==> src/rtl/uart_frame_tx_if.sv <==
// Handshake bundle for uart_frame_tx: sample-word capture side and byte stream to the UART.
// The master modport is the transmitter's view; slave is the source/sink side.
interface uart_frame_tx_if #(
  parameter int DATA_W = 32
);
  logic [DATA_W-1:0] signal;
  logic              signal_valid;
  logic              signal_ready;
  logic [7:0]        to_uart_data;
  logic              to_uart_valid;
  logic              to_uart_ready;
  logic              to_uart_error;

  modport master (
    input  signal, signal_valid, to_uart_ready,
    output signal_ready, to_uart_data, to_uart_valid, to_uart_error
  );

  modport slave (
    output signal, signal_valid, to_uart_ready,
    input  signal_ready, to_uart_data, to_uart_valid, to_uart_error
  );
endinterface

==> src/rtl/uart_frame_tx.sv <==
// Framed packet transmitter: SOM, payload MSB-first, optional checksum, EOM, per-byte valid/ready.
// Optional checksum byte enabled by defining UART_FRAME_CHECKSUM_EN.
module uart_frame_tx #(
  parameter int         PAYLOAD_BYTES = 4,
  parameter logic [7:0] SOM_BYTE      = 8'h73,
  parameter logic [7:0] EOM_BYTE      = 8'h65,
  parameter int         COUNT_W       = 16
) (
  input  logic               clk,
  input  logic               reset,
  uart_frame_tx_if.master    bus,
  input  logic               continuous,
  output logic               busy,
  output logic [COUNT_W-1:0] frame_count
);
  localparam int DATA_W = 8 * PAYLOAD_BYTES;
  localparam int IDX_W  = $clog2(PAYLOAD_BYTES + 1);

  localparam logic [2:0] S_IDLE    = 3'd0;
  localparam logic [2:0] S_SOM     = 3'd1;
  localparam logic [2:0] S_PAYLOAD = 3'd2;
`ifdef UART_FRAME_CHECKSUM_EN
  localparam logic [2:0] S_CHK     = 3'd3;
`endif
  localparam logic [2:0] S_EOM     = 3'd4;

  logic [2:0]         r_state;
  logic [IDX_W-1:0]   r_idx;
  logic [DATA_W-1:0]  r_capture;
  logic [7:0]         r_data;
  logic               r_valid;
  logic               r_busy;
  logic [COUNT_W-1:0] r_count;

  logic               w_capture;
  logic               w_xfer;
  logic [7:0]         w_next_byte;
  logic               w_more;

  assign bus.signal_ready  = (r_state == S_IDLE);
  assign bus.to_uart_data  = r_data;
  assign bus.to_uart_valid = r_valid;
  assign bus.to_uart_error = 1'b0;
  assign busy              = r_busy;
  assign frame_count       = r_count;

  assign w_capture = (r_state == S_IDLE) && (bus.signal_valid || continuous);
  assign w_xfer    = r_valid && bus.to_uart_ready;
  assign w_more    = (r_idx < IDX_W'(PAYLOAD_BYTES));

  // r_idx counts bytes already loaded; it selects the next byte down from the MSB.
  always_comb begin
    w_next_byte = '0;
    for (int unsigned i = 0; i < PAYLOAD_BYTES; i++) begin
      if (IDX_W'(i) == r_idx) w_next_byte = r_capture[DATA_W-1-8*i -: 8];
    end
  end

`ifdef UART_FRAME_CHECKSUM_EN
  logic [7:0] w_chk;

  always_comb begin
    w_chk = '0;
    for (int unsigned i = 0; i < PAYLOAD_BYTES; i++) begin
      w_chk = w_chk + r_capture[8*i +: 8];
    end
  end
`endif

  always_ff @(posedge clk or negedge reset) begin
    if (!reset) begin
      r_state   <= S_IDLE;
      r_idx     <= '0;
      r_capture <= '0;
      r_data    <= '0;
      r_valid   <= 1'b0;
      r_busy    <= 1'b0;
      r_count   <= '0;
    end else begin
      case (r_state)
        S_IDLE: begin
          if (w_capture) begin
            r_capture <= bus.signal;
            r_data    <= SOM_BYTE;
            r_valid   <= 1'b1;
            r_busy    <= 1'b1;
            r_state   <= S_SOM;
          end
        end
        S_SOM: begin
          if (w_xfer) begin
            r_data  <= r_capture[DATA_W-1 -: 8];
            r_idx   <= IDX_W'(1);
            r_state <= S_PAYLOAD;
          end
        end
        S_PAYLOAD: begin
          if (w_xfer) begin
            if (w_more) begin
              r_data <= w_next_byte;
              r_idx  <= r_idx + 1'b1;
            end else begin
`ifdef UART_FRAME_CHECKSUM_EN
              r_data  <= w_chk;
              r_state <= S_CHK;
`else
              r_data  <= EOM_BYTE;
              r_state <= S_EOM;
`endif
            end
          end
        end
`ifdef UART_FRAME_CHECKSUM_EN
        S_CHK: begin
          if (w_xfer) begin
            r_data  <= EOM_BYTE;
            r_state <= S_EOM;
          end
        end
`endif
        S_EOM: begin
          if (w_xfer) begin
            r_valid <= 1'b0;
            r_busy  <= 1'b0;
            r_count <= r_count + 1'b1;
            r_idx   <= '0;
            r_state <= S_IDLE;
          end
        end
        default: r_state <= S_IDLE;
      endcase
    end
  end
endmodule

==> src/flat_wrapper.sv <==
// flat-port wrapper written by rule: the top's interface ports become plain ports
module uart_frame_tx_flat 
#(
  parameter int         PAYLOAD_BYTES = 4,
  parameter logic [7:0] SOM_BYTE      = 8'h73,
  parameter logic [7:0] EOM_BYTE      = 8'h65,
  parameter int         COUNT_W       = 16
)
  (clk, reset, continuous, busy, frame_count, bus_signal, bus_signal_valid, bus_to_uart_ready, bus_signal_ready, bus_to_uart_data, bus_to_uart_valid, bus_to_uart_error);
  uart_frame_tx_if #(.DATA_W(32)) bus_i ();
  input  logic clk;
  input  logic reset;
  input  logic continuous;
  output logic busy;
  output logic [COUNT_W-1:0] frame_count;
  input wire logic [$bits(bus_i.signal)-1:0] bus_signal;
  input wire logic [$bits(bus_i.signal_valid)-1:0] bus_signal_valid;
  input wire logic [$bits(bus_i.to_uart_ready)-1:0] bus_to_uart_ready;
  output wire logic [$bits(bus_i.signal_ready)-1:0] bus_signal_ready;
  output wire logic [$bits(bus_i.to_uart_data)-1:0] bus_to_uart_data;
  output wire logic [$bits(bus_i.to_uart_valid)-1:0] bus_to_uart_valid;
  output wire logic [$bits(bus_i.to_uart_error)-1:0] bus_to_uart_error;
  assign bus_i.signal = bus_signal;
  assign bus_i.signal_valid = bus_signal_valid;
  assign bus_i.to_uart_ready = bus_to_uart_ready;
  assign bus_signal_ready = bus_i.signal_ready;
  assign bus_to_uart_data = bus_i.to_uart_data;
  assign bus_to_uart_valid = bus_i.to_uart_valid;
  assign bus_to_uart_error = bus_i.to_uart_error;
  uart_frame_tx #(.PAYLOAD_BYTES(PAYLOAD_BYTES), .SOM_BYTE(SOM_BYTE), .EOM_BYTE(EOM_BYTE), .COUNT_W(COUNT_W)) u_core (.clk(clk), .reset(reset), .bus(bus_i), .continuous(continuous), .busy(busy), .frame_count(frame_count));
endmodule
==> config.mk <==
export PLATFORM = sky130hd
export DESIGN_NAME = uart_frame_tx_flat
export DESIGN_NICKNAME = d
export VERILOG_FILES = /design/src/rtl/uart_frame_tx_if.sv /design/src/rtl/uart_frame_tx.sv /design/src/flat_wrapper.sv
export SDC_FILE = /design/constraint.sdc
export NUM_CORES = 1
export LEC_CHECK = 0
export ABC_AREA = 1
export BUFFER_PORTS_ARGS = -buffer_cell sky130_fd_sc_hd__buf_2
export CORE_MARGIN = 2
export CORE_UTILIZATION = 35
export CTS_CLUSTER_DIAMETER = 120
export DETAILED_ROUTE_END_ITERATION = 10
export GPL_TIMING_DRIVEN = 0
export PLACE_DENSITY = 0.63
export SYNTH_ARGS = -nofsm -noshare
export SYNTH_HDL_FRONTEND = slang
export SYNTH_SLANG_ARGS = --single-unit
==> constraint.sdc <==
create_clock -name clk -period 3.8 [get_ports clk]
set_input_delay 0.57 -clock clk [delete_from_list [all_inputs] [get_ports clk]]
set_output_delay 0.57 -clock clk [all_outputs]
set_load 0.05 [all_outputs]
* Word-level counts from Yosys, hierarchy flattened
Index checks and enable logic that the tools add are counted.
Widths: inputs -> output; s select.
** Word-level totals
- Input bits :: 37
- Register bits :: 63
** Cells by class
- Reductions and logical operators :: 14
- Add/sub/neg operators :: 2
- $lt $le $gt $ge :: 1
- Muxes and demuxes :: 22
- Equal/unequal tests :: 12
** Operators by type and width (count)
- $mux 8 :: 8
- $mux 3 :: 8
- $pmux 8 s3 :: 1
- $add 16x1->16 const B :: 1
- $pmux 3 s4 :: 1
- $ne 2x1->1 const B :: 5
- $reduce_and 5->1 :: 2
- $pmux 3 s3 :: 1
- $eq 2x3->1 const A :: 2
- $logic_not 3->1 :: 2
- $reduce_bool 3->1 :: 2
- $reduce_and 2->1 :: 2
- $reduce_and 4->1 :: 1
- $add 3x1->3 const B :: 1
- $eq 1x3->1 const A :: 1
- $eq 3x1->1 const B :: 1
- $eq 3x2->1 const B :: 1
- $eq 3x3->1 const B :: 1
- $lt 3x3->1 const B :: 1
- $reduce_and 3->1 :: 1
- $logic_and 1x1->1 :: 2
- $mux 1 :: 2
- $ne 2x2->1 const B :: 1
- $pmux 1 s2 :: 1
- 2 further kinds :: 2

* Logic depth before layout (Yosys ltp)
Gate-level depths: netlist of run 1.
- Word-level depth :: 8
- Gate-level depth with buffers :: 11

* Least setup slack after synthesis of run 1
No wires, ideal clock.
- Kind :: register -> register
- Start :: register u_core.r_count[0] (netlist: u_core.frame_count[0])
- End :: register u_core.r_count[12] (netlist: u_core.frame_count[12])
- Period minus slack after synthesis :: 1.655 ns
- Arrival :: 1.532 ns
- Setup slack :: 2.145 ns
- Library setup time :: 0.123 ns
- Cell stages (with the launch flop) :: 9
- Cell sequence :: dfrtp_1 -> ha_1 -> inv_1 -> nor2_1 -> nand3_1 -> nand2_1 -> inv_1 -> o21ai_0 -> nand2_1
** Between the ends
- Cells in the longest elaborated chain, start to end :: 1
** RTL lines
- from (decl) :: line uart_frame_tx.sv:33 : logic [COUNT_W-1:0] r_count;
- from (signal assigned) :: line uart_frame_tx.sv:125 : r_count <= r_count + 1'b1;
- $add 16x1->16 :: line uart_frame_tx.sv:125
No other way between the ends.
A chain may end at the register's enable or synchronous reset.

* Final worst setup path of run 1
- Start :: register u_core.r_idx[2]
- End :: register u_core.r_data[2] (netlist: u_core.bus.to_uart_data[2])
** Between the ends
- Cells in the longest elaborated chain, start to end :: 8
** RTL lines
- from (decl) :: line uart_frame_tx.sv:28 : logic [IDX_W-1:0] r_idx;
- from (signal assigned) :: line uart_frame_tx.sv:101 : r_idx <= r_idx + 1'b1;
- $logic_not 3->1 :: line uart_frame_tx.sv:55 : if (IDX_W'(i) == r_idx) w_next_byte = r_capture[DATA_W-1-8*i -: 8];
- $mux 8 (4 in a row) :: line uart_frame_tx.sv:55
- $mux 8 (*) :: line uart_frame_tx.sv:99 : if (w_more) begin
- $mux 8 (*) :: line uart_frame_tx.sv:98 : if (w_xfer) begin
- $pmux 8 s3 (*) :: line uart_frame_tx.sv:80 : case (r_state)
- to (signal assigned) :: line uart_frame_tx.sv:92 : r_data <= r_capture[DATA_W-1 -: 8];
- to (signal assigned) :: line uart_frame_tx.sv:100 : r_data <= w_next_byte;
- to (decl) :: line uart_frame_tx.sv:30 : logic [7:0] r_data;
Mark *: on every way between the ends. The rest lies on a longest branch, timed or not. The select of a mux whose other input is x is not followed.

==> reports/results.txt, run 1 <==
setup violators final -> 0
design area -> 4090 sq um
Layout Area Growth over Synthesis -> 21.0%
Core ar. -> 9280 sq um
Hold Crit Class -> primary input to async pin
Die X-Extent -> 102 um
Reg clk slew, reported paths -> 0.07 ns
htree depth -> 3
antenna-violating nets left -> 0
FMAX -> 0.499 GHz
WL final -> 7.82 mm
asr flop ratio synth -> 1.00
Setup Fix Bufs, Post-CTS -> 0
Initial Utilization -> 0.364
Worst Max-Slew Pin Slew -> 0.804 ns
drt wl/cell -> 12.9 um
Syn Area/Cell -> 8.45 sq um
Seq/Total Area, Yosys -> 0.467
slew margin rel. -> 0.464
largest net degree at the start of global routing -> 64
largest family of logic cells by synthesized area -> simple AND/OR/NAND/NOR gates
most frequent cells in the layout -> nand2_1 (87), buf_2 (64), dfrtp_1 (63), nor2_1 (49), inv_1 (45)
Reg area -> 1580 sq um
R2R setup slack -> 1.79 ns
crit share post-route -> 0.528
max cap viols -> 0
Hold Buf Count CTS -> 0
Cell Area, Synth -> 3380 sq um
outcome -> complete, no violations
total CTS buffers -> 9
Ys Warns -> 0
Clock Skews -> 0.00835 ns
die area -> 10500 sq um
CTS tree -> yes
CP startpoint kind -> register
CP arrival -> 2.24 ns
Post-Synth Adder-Cell Area -> 0.0222
Max clock buf depth -> 2
dpl cell area -> 3860 sq um
Std-Cell Rows -> 35
count of different cell masters after synthesis -> 30
syn_nets -> 443
Final GP Congestion -> 0.891
post-synthesis mux area share -> 0.0700
crit path kind -> register to register
DR iter-0 viols -> 158
Final Net Count -> 517
Most used DFF post-synth -> dfrtp_1
clk sinks -> 63
endpoint type of the worst setup path -> register
# resized after CTS -> 0
unrepaired setup endpoints after global routing -> false
first-pass GRT wire length -> 13.0 mm
pwr dens -> 336 nW/um^2
clock latency on the worst-skew pair -> 0.35 ns
global route overflow -> 0
fill count -> 949
Final Hold Fails -> 0
Yosys reg bits -> 63
Post-Route Setup TNS -> 0 ns
Worst Path Max Fanout -> 10
Crit path required time -> 4.03 ns
GRT Util Overall -> 0.159
Leakage -> 0.00218 uW
Ports -> 65
number of port buffers -> 63
simple logic cell fraction of the synthesized area -> 0.250
DP Wirelength -> 5.83 mm
Root Driver -> clkbuf_8
DRC viols -> 0
Detailed Routing Iterations Pass 1 -> 4
vias in the first global route -> 2797
# diodes -> 0
area of the multi-input gates -> 1530 sq um
minimum clock period -> 2.01 ns
xor/xnor share of the synthesized area -> 0.0285
maximum vdd drop -> 0.209 mV
initial antenna violation count -> 0
fin. max-slew vios -> 0
Cells after Synth -> 400
share of layout cells above drive strength 1 -> 0.265
Die H -> 102 um
Via-to-Cell Ratio -> 4.72
Synth Area in Compound Gates -> 0.0815
number of synthesized flops with an enable pin -> 0
leading cell type in the layout, fill and taps excluded -> nand2_1
vias -> 2867
[cell families after synthesis]
logic type	after synthesis
other cells	1
simple gates	188
flops	63
compound gates	55
mux	16
xor+xnor	11
fa+ha+maj	6
buf+inv	60
[power by group]
group	switching [uW]	internal, uW	total (uW)
sequential	0	670	670
clock	280	390	670
combinational	20.4	14.3	34.8
[worst max-delay path: stages (launching register included)]
cell and delay [ns]:
dfrtp_1 0.49, inv_4 0.16, ha_1 0.16, clkbuf_1 0.40, inv_1 0.25, o21ai_0 0.13, inv_1 0.05, nand2_1 0.06
nand2_1 0.05, nand2_1 0.07, a21oi_1 0.07
[synthesized netlist by cell type, types with 2 or more instances]
master / instances / share of area
o21ai_1: 2 / 0.0030
inv_1: 45 / 0.050
buf_6: 4 / 0.013
mux2_4: 15 / 0.067
nand2_1: 87 / 0.097
xnor2_1: 3 / 0.0078
xor2_1: 8 / 0.021
nand2_2: 9 / 0.017
nor2_2: 3 / 0.0056
ha_1: 6 / 0.022
buf_2: 2 / 0.0030
dfrtp_1: 63 / 0.47
nand3_1: 25 / 0.037
nand3_2: 2 / 0.0059
o21ai_0: 21 / 0.031
nand4_1: 3 / 0.0056
inv_2: 4 / 0.0044
nor2_1: 49 / 0.054
a21oi_1: 32 / 0.047
buf_4: 3 / 0.0067
nor3_1: 5 / 0.0074
[sequential cells by signal, indices dropped and copies added (netlist names)]
name and cells:
u_core.bus.to_uart_data 8, u_core.r_idx 3, u_core.bus.to_uart_valid 1, u_core.r_state 3
u_core.frame_count 16, u_core.r_capture 32
[cell type report]
class / instances / share of cell area
Multi-Input combinational cell: 277 / 0.374
Sequential cell: 63 / 0.386
Timing Repair Buffer: 63 / 0.0777
Buffer: 10 / 0.0199
Clock buffer: 10 / 0.0337
Tap cell: 129 / 0.0395
Clock inverter: 6 / 0.0227
Inverter: 50 / 0.0465
[per-layer routing]
layer  track usage  part of all wire
met5             0                 0
met4        0.0513             0.022
met3        0.0506             0.050
met2         0.262              0.47
met1         0.198              0.46
[stage by stage]
stage                     cells  total power [uW]  hold WS, ns   util  setup WS, ns
after global placement      592               719        0.471  0.415          1.86
after global routing        608              1420        0.365  0.440          1.60
final                       608              1380        0.298  0.440          1.79
after floorplan             400               687        0.274      -          2.14
after CTS                   608              1390        0.346  0.440          1.82
after detailed placement    592               719        0.473  0.415          1.84
[worst paths after layout]
path | from | to | depth (start not counted)
hold reg to reg | u_core.bus.to_uart_data[3] | u_core.bus.to_uart_data[3] | 2
hold / removal | reset | u_core.frame_count[6] | 1
setup reg to reg | u_core.r_idx[2] | u_core.bus.to_uart_data[2] | 10
setup / recovery | u_core.r_idx[2] | u_core.bus.to_uart_data[2] | 10
min in group clk | bus_signal[22] | u_core.r_capture[22] | 2
max in group asynchronous | reset | u_core.bus.to_uart_data[4] | 1
(Power assumes the default switching activity.)
==> run 2, diff against run 1 <==
==> constraint.sdc (replaced) <==
create_clock -name clk -period 2.1 [get_ports clk]
set_input_delay 0.315 -clock clk [delete_from_list [all_inputs] [get_ports clk]]
set_output_delay 0.315 -clock clk [all_outputs]
set_load 0.05 [all_outputs]
==> reports/results.txt, run 2 (synthesized netlist as in run 1, its figures left out) <==
max FFs per register -> 32 (unchanged)
minimum clock period -> 1.90 ns (-0.102 ns)
placed insts -> 592 (unchanged)
clk sinks -> 63 (unchanged)
Setup Fix Bufs, Post-CTS -> 0 (unchanged)
FMAX -> 0.525 GHz (+5.3%)
Hold Crit Class -> primary input to async pin
Worst path max stage delay -> 0.44 ns (-0.05 ns)
Final Net Count -> 516 (-0.19%)
global route overflow -> 0 (unchanged)
Hold Buf Count CTS -> 0 (unchanged)
max cap viols -> 0 (unchanged)
first-pass GRT wire length -> 13.0 mm (unchanged)
Crit path required time -> 2.37 ns (-1.66 ns)
Max clock buf depth -> 2 (unchanged)
Ports -> 65 (unchanged)
met2 wire length -> 3.72 mm (+0.70%)
Leakage -> 0.00218 uW (about the same)
vias -> 2841 (-0.91%)
fin. max-slew vios -> 0 (unchanged)
fill count -> 949 (unchanged)
Layout Area Growth over Synthesis -> 20.9% (about the same)
most flop-heavy register -> u_core.r_capture
DRC viols -> 0 (unchanged)
CP startpoint kind -> register
met3 wire length -> 436 um (+11%)
drt wl/cell -> 12.8 um (-0.45%)
Worst Path Max Fanout -> 7 (-3)
crit path kind -> register to register
Fin Hold WS -> 0.0544 ns (-0.243 ns)
Root Driver -> clkbuf_8
Std-Cell Rows -> 35 (unchanged)
antenna-violating nets left -> 0 (unchanged)
Via-to-Cell Ratio -> 4.68 (-0.74%)
cell mode on critical path -> nand2_1
Reg clk slew, reported paths -> 0.07 ns (about the same)
Die X-Extent -> 102 um (unchanged)
CTS tree -> yes
Post-Route Setup TNS -> 0 ns (unchanged)
maximum vdd drop -> 0.378 mV (+81%)
die area -> 10500 sq um (unchanged)
top routing layer in use -> met4
Detailed Routing Iterations Pass 1 -> 4 (unchanged)
unrepaired setup endpoints after global routing -> false
clock latency on the worst-skew pair -> 0.35 ns (about the same)
htree depth -> 3 (unchanged)
Final Hold Fails -> 0 (unchanged)
Die H -> 102 um (unchanged)
Crit-path slowest cell -> nor2_1
GRT Util Overall -> 0.159 (unchanged)
Clock Skews -> 0.00881 ns (+0.000466 ns)
CP arrival -> 2.17 ns (-0.07 ns)
# resized after CTS -> 0 (unchanged)
pwr dens -> 609 nW/um^2 (+81%)
number of port buffers -> 63 (unchanged)
total CTS buffers -> 9 (unchanged)
Initial Utilization -> 0.364 (unchanged)
leading cell type in the layout, fill and taps excluded -> nand2_1
vias in the first global route -> 2797 (unchanged)
# diodes -> 0 (unchanged)
outcome -> complete, no violations
setup violators final -> 0 (unchanged)
wire length on met1 -> 3.47 mm (-2.5%)
Final GP Congestion -> 0.891 (unchanged)
largest net degree at the start of global routing -> 64 (unchanged)
share of layout cells above drive strength 1 -> 0.266 (+0.000555)
cells along the critical path -> inv_1, ha_1, inv_1, nor2_1, nand2_1, nand3_1, nand2_1, nand2_1, nand2_1, a21oi_1
slew margin rel. -> 0.471 (+0.00697)
DR iter-0 viols -> 142 (-10%)
endpoint type of the worst setup path -> register
Final Non-Filler Cells -> 607 (-0.16%)
crit share post-route -> 0.906 (+0.379)
most frequent cells in the layout -> nand2_1 (87), buf_2 (64), dfrtp_1 (63), nor2_1 (49), inv_1 (45)
initial antenna violation count -> 0 (unchanged)
Worst Max-Slew Pin Slew -> 0.793 ns (-0.0105 ns)
WL final -> 7.77 mm (-0.61%)
DP Wirelength -> 5.83 mm (unchanged)
Core ar. -> 9280 sq um (unchanged)
run 2: cell count changes in the layout (fill, tap and decap cells not counted):
cell      before  now
clkbuf_1       1    0
run 2: metal layers:
layer | GRT usage | vias up
li1 | - | 1419
met1 | 0.198 | 1324
met2 | 0.262 | 85
met3 | 0.0506 | 13
met4 | 0.0513 | 0
met5 | 0 | -
run 2: path summary, 6_finish.rpt:
| path | end | slack [ns] | startpoint | cells after the start |
|---|---|---|---|---|
| min reg2reg | u_core.bus.to_uart_data[3] | 0.49 | u_core.bus.to_uart_data[3] | 2 |
| max | u_core.bus.to_uart_data[6] | 0.20 | u_core.r_idx[1] | 10 |
| min | u_core.frame_count[6] | 0.05 | reset | 1 |
| max reg2reg | u_core.bus.to_uart_data[6] | 0.20 | u_core.r_idx[1] | 10 |
| min in group clk | u_core.r_capture[22] | 0.20 | bus_signal[22] | 2 |
| max in group asynchronous | u_core.bus.to_uart_data[4] | 1.53 | reset | 1 |
run 2: cell type report:
cell class	count	area, sq um	area share
Buffer	9	77.6	0.0190
Inverter	50	190	0.0466
Clock buffer	10	138	0.0337
Sequential cell	63	1580	0.386
Clock inverter	6	92.6	0.0227
Tap cell	129	161	0.0395
Timing Repair Buffer	63	318	0.0778
Multi-Input combinational cell	277	1530	0.375
run 2: where the power goes:
part | internal, uW | switching (uW)
registers | 1210 | 0
clock network | 706 | 506
logic | 26.0 | 36.9
total | 1940 | 543
run 2: stage by stage:
| step | instance area [sq um] | power [uW] | worst slack [ns] | utilization |
|---|---|---|---|---|
| 6_report | 4080 | 2490 | 0.196 | 0.440 |
| 4_1_cts | 4090 | 2510 | 0.123 | 0.440 |
| 3_3_place_gp | 3850 | 1300 | 0.156 | 0.415 |
| 2_1_floorplan | 3380 | 1240 | 0.445 | - |
| 3_5_place_dp | 3860 | 1300 | 0.139 | 0.415 |
| 5_1_grt | 4080 | 2580 | 0.0439 | 0.440 |
run 2: critical path, delay by kind of cell (launching register included):
kind	cells	cell delay (ns)
simple gates	6	0.89
flops	1	0.41
fa+ha+maj	1	0.23
buf+inv	2	0.16
compound gates	1	0.14
